===== src/rtl/alu_4bit.sv =====
// Registered 4-bit ALU: 3-bit opcode, 5-bit result with carry/borrow/shift-out in bit 4, one-cycle latency.
// Define ALU_4BIT_FLAGS_EN to add the registered zero and signed-overflow flag outputs.
module alu_4bit (
    input  logic       clk,
    input  logic       rst_n,
    input  logic [3:0] A,
    input  logic [3:0] B,
    input  logic [2:0] op,
    input  logic       in_valid,
    output logic [4:0] out,
    output logic       out_valid
`ifdef ALU_4BIT_FLAGS_EN
    ,
    output logic       zero,
    output logic       ovf
`endif
);

    logic [4:0] res_next;

    always_comb begin
        res_next = 5'd0;
        case (op)
            3'b000:  res_next = {1'b0, A} + {1'b0, B};
            // Modulo-32 subtraction leaves bit 4 set exactly when A < B.
            3'b001:  res_next = {1'b0, A} - {1'b0, B};
            3'b010:  res_next = {1'b0, A & B};
            3'b011:  res_next = {1'b0, A | B};
            3'b100:  res_next = {1'b0, A ^ B};
            3'b101:  res_next = {1'b0, ~A};
            3'b110:  res_next = {A, 1'b0};
            3'b111:  res_next = {2'b00, A[3:1]};
            default: res_next = 5'd0;
        endcase
    end

    always_ff @(posedge clk) begin
        if (!rst_n) begin
            out       <= 5'd0;
            out_valid <= 1'b0;
        end else begin
            out_valid <= in_valid;
            if (in_valid) begin
                out <= res_next;
            end
        end
    end

`ifdef ALU_4BIT_FLAGS_EN
    logic ovf_next;

    // Signed overflow only has meaning for ADD and SUB; every other opcode reports 0.
    always_comb begin
        ovf_next = 1'b0;
        case (op)
            3'b000:  ovf_next = (A[3] == B[3]) && (res_next[3] != A[3]);
            3'b001:  ovf_next = (A[3] != B[3]) && (res_next[3] != A[3]);
            default: ovf_next = 1'b0;
        endcase
    end

    always_ff @(posedge clk) begin
        if (!rst_n) begin
            zero <= 1'b0;
            ovf  <= 1'b0;
        end else if (in_valid) begin
            zero <= (res_next[3:0] == 4'd0);
            ovf  <= ovf_next;
        end
    end
`endif

endmodule


===== config.mk =====
export PLATFORM = sky130hd
export DESIGN_NAME = alu_4bit
export DESIGN_NICKNAME = d
export VERILOG_FILES = /design/src/rtl/alu_4bit.sv
export SDC_FILE = /design/constraint.sdc
export NUM_CORES = 1
export LEC_CHECK = 0
export CAP_MARGIN = 20
export CELL_PAD_IN_SITES_DETAIL_PLACEMENT = 0
export CELL_PAD_IN_SITES_GLOBAL_PLACEMENT = 1
export CORE_ASPECT_RATIO = 0.8
export CORE_MARGIN = 2
export CORE_UTILIZATION = 36
export CTS_BUF_LIST = sky130_fd_sc_hd__clkbuf_2 sky130_fd_sc_hd__clkbuf_4 sky130_fd_sc_hd__clkbuf_8
export DETAILED_ROUTE_END_ITERATION = 7
export MAX_ROUTING_LAYER = met4
export PLACE_DENSITY_LB_ADDON = 0.1
export SYNTH_ARGS = -nofsm -noshare
export SYNTH_HDL_FRONTEND = slang
export SYNTH_SLANG_ARGS = --single-unit

===== constraint.sdc =====
create_clock -name clk -period 2.8 [get_ports clk]
set_clock_uncertainty 0.1 [all_clocks]
set_input_delay 0.42 -clock clk [delete_from_list [all_inputs] [get_ports clk]]
set_output_delay 0.42 -clock clk [all_outputs]
set_load 0.05 [all_outputs]

; Word-level counts from Yosys, hierarchy flattened
; Index checks and enable logic that the tools add are counted.
; Widths: inputs -> output; s select.
[word_totals]
regBits = 6
out_inout_bits = 6
[classes]
n_addsub = 2
eq_ne = 7
mux = 1
n_bitwise = 4
n_reduce_logical = 1
[ops]
columns = op, count
row1 = $pmux 5 s8, 1
row2 = $eq 3x3->1 const B, 4
row3 = $eq 3x2->1 const B, 2
row4 = $add 4x4->5, 1
row5 = $sub 4x4->5, 1
row6 = $and 4x4->4, 1
row7 = $not 4->4, 1
row8 = $or 4x4->4, 1
row9 = $xor 4x4->4, 1
row10 = $eq 3x1->1 const B, 1
row11 = $logic_not 3->1, 1

; Longest topological paths before layout
[logic_depth]
word_depth = 2
depth_mapped = 9

; Worst setup path after synthesis
; Ideal clock, no wire load.
[synth_timing]
path_kind = input-to-reg
startpoint = input op[1]
endpoint = register out[4]
setup_ns = 0.096
t_arrival_ns = 2.005
required_ns = 2.604
slack_ns = 0.599
path_stages = 9
n_path_buf = 1
path_cell_list = buf_2 > nor2_1 > nand2_1 > mux2i_1 > fa_1 > a21o_1 > a21oi_1 > xnor2_1 > o41ai_2
[synth_between]
elab_chain_len = 2
elab_cells_between_ends = 9
[synth_rtl]
columns = item, line_no
row1 = from (decl), 8  ; input logic [2:0] op,
row2 = "$eq 3x3->1, or another cell as far along", 23  ; case (op)
row3 = $pmux 5 s8 (*), 23
row4 = to (signal assigned), 44  ; out <= res_next;
row5 = to (decl), 10  ; output logic [4:0] out,
; Every way passes the cells marked *; elsewhere a longest branch is shown, timed or not.
; A chain may end at the register's enable or synchronous reset.

; Worst setup path after layout
[layout_timing]
startpoint = input B[0]
endpoint = register out[4]
[layout_between]
elab_chain_len = 2
elab_cells_between_ends = 3
[layout_rtl]
columns = item, line_no
row1 = from (decl), 7  ; input logic [3:0] B,
row2 = $sub 4x4->5 or $add 4x4->5 (tied branches), "26, 24"
row3 = $pmux 5 s8 (*), 23
; Marks and branches as above.

==> out/qor.yml <==
design.core.area_sq_mm: 0.00210
avgRoutedWirePerCell_um: 12.5
numPortBuffers: 19
area_growth_pct: 32.7
synthArstFlopShare_pct: 0
status: "complete, no violations"
cts.clk_slew.worst_paths_ns: 0.05
place_hpwl_um: 1560
ir_drop_mv: 0.291
setup_viol: 0
gr-total-overflow: 0
dieArea_sq_mm: 0.00257
tns_ns: 0
max_freq_mhz: 410
r2r_setup_slack_ns: 2.01
synthDominantCellAreaShare_pct: 20.7
reg2reg_depth: 2
grt_pass1_vias: 666
yosysSeqAreaShare_pct: 15.3
ios: 20
cts_setup_buffers: 0
clk-insertion-delay-late_ns: 0.24
ys_top_cells_by_count: "ha_1 (13), inv_1 (11), a21oi_1 (9), nand2_1 (7), dfxtp_1 (6)"
slew_headroom_pct: 66.9
yosys_warnings: 0
antenna_cells: 0
holdPathStages: 2
antenna_found_initial: 0
tightest_slew_ns: 0.495
end_kind: "flop"
clk_path_buf_depth: 2
synth.avg_cell_area_sq_um: 8.09
cpMaxStageDelayCell: "clkdlybuf4s50_1"
r2r-end: "out[4]"
critPathArrivalTime_ns: 2.48
post_cts_resized: 0
worstHoldPathType: "reg -> reg"
synth.ff_latch_count: 6
cts_buffers: 3
cts-root-buf: "clkbuf_4"
crit_chain: "clkdlybuf4s50_1 > inv_1 > ha_1 > a21oi_1 > xnor2_1 > ha_1 > a21o_1 > a21oi_1 > xnor2_1 > o41ai_2"
pwr_density_cell_mw_per_mm2: 327
synth_top_area_cell: "ha_1"
yosysUniqueCellTypes: 34
hold_violations: 0
start_util_pct: 37.3
grt_max_degree: 23
slowest_delay_ns: 0.48
grtUsageTotal_pct: 15.7
yosysMostFrequentCell: "ha_1"
die_y_um: 45.8
cpLargestDelayFamily: "compound AO/OA/AOI/OAI gates"
drtIter0Drc: 23
drc: 0
crit_path_start_kind: "input port"
nets: 151
grt_pass1_wl_um: 2990
post-route-period-util_pct: 87.1
max_cap_viol_count: 0
fin_util_pct: 49.5
min_from: "out[1]"
firstDrtPassIters: 4
reg2reg_from: "out[4]"
final_layout_size_suffix_gt1_share_pct: 9.09
syn_inst: 97
ys_dominant_reg_cell: "dfxtp_1"
cts-hold-fix-buffers: 0
antenna_left: 0
layout_min_cycle_time_ns: 2.44
htree_num_levels: 1
ys_top_cells_by_area: "ha_1 (21%), dfxtp_1 (15%), a21oi_1 (5.7%)"
rows: 15
die_w_um: 56.2
p_leak_uw: 0.000464
cts_tree: "yes"
holdPathEnd: "out[1]"
num_vias: 749
wirelength_um: 1820
slew_violations: 0
numClockSinks: 6
vias_per_cell: 5.13
cp.buffers_inverters: 2
synth-edff-count: 0
power_uw: 340
synth_area_sq_um: 785
synth_nets: 125
cp_data_required_time_ns: 2.85
rsz0062_at_grt: "false"
worst-setup-path-type: "in -> reg"
cp_max_fo: 4
place.gp.congestion: 0.833
-- registers in the layout, summed over array words and instances (netlist names) --
name / count
out: 5
out_valid: 1
-- tightest hold or removal path: stages (launching register included) --
cell and delay [ns]:
dfxtp_1 0.32, nand2_1 0.05, o31ai_1 0.06
-- worst max path at each step --
stage | from | cells past startpoint | to
floorplan | op[1] | 9 | out[4]
global placement | B[0] | 10 | out[3]
detailed placement | B[0] | 10 | out[4]
CTS | B[0] | 10 | out[4]
global route | B[0] | 10 | out[3]
finish | B[0] | 10 | out[4]
-- area by class of cell --
cell class | count | area, sq um
Fill cell | 213 | 1060
Multi-Input combinational cell | 76 | 591
Timing Repair Buffer | 25 | 235
Sequential cell | 6 | 120
Inverter | 11 | 41.3
Tap cell | 25 | 31.3
Clock buffer | 3 | 22.5
-- per-layer routing --
metal / GRT usage [%] / vias up / part of all wire, %
met5: - / - / 0
met4: 0 / 0 / 0
met3: 5.97 / 0 / 4.6
met2: 24.0 / 20 / 41
met1: 21.3 / 330 / 54
li1: - / 399 / -
-- report_power, final --
part	internal, uW	leakage [uW]	switching (uW)
registers	92.3	0.0000496	2.64
logic	75.9	0.000401	91.6
clock network	48.4	0.0000138	29.4
total	217	0.000464	124
-- layout by cell type (no fill, tap or decap), drive strengths merged, types with 2 or more instances in the layout --
master,synthesis,routed
nor2b,2,2
nand2b,3,3
or2b,2,2
clkbuf,0,3
a31oi,3,3
and3,2,2
clkdlybuf4s50,0,19
o21ai,6,6
a211oi,3,3
dfxtp,6,6
nor3,2,2
o31ai,2,2
nor2,3,3
nor4,2,2
a21oi,9,9
ha,13,13
buf,4,6
inv,11,11
xnor2,4,4
nand2,7,7
-- cells by family after synthesis --
| kind of cell | synth area share (%) |
|---|---|
| compound gates | 28.4 |
| buf+inv | 9.41 |
| simple gates | 17.9 |
| flops | 15.3 |
| mux | 1.28 |
| fa+ha+maj | 23.3 |
| xor+xnor | 4.47 |
-- per-stage QoR --
step | hold WS [ns] | instance area (sq um) | instances | setup WS [ns]
floorplan | 0.420 | 785 | 97 | 0.599
global placement | 0.339 | 1020 | 143 | 0.109
detailed placement | 0.354 | 1020 | 143 | 0.0993
CTS | 0.364 | 1040 | 146 | 0.350
global route | 0.402 | 1040 | 146 | 0.251
finish | 0.358 | 1040 | 146 | 0.362
No activity file was read; power rests on OpenSTA's default activity.
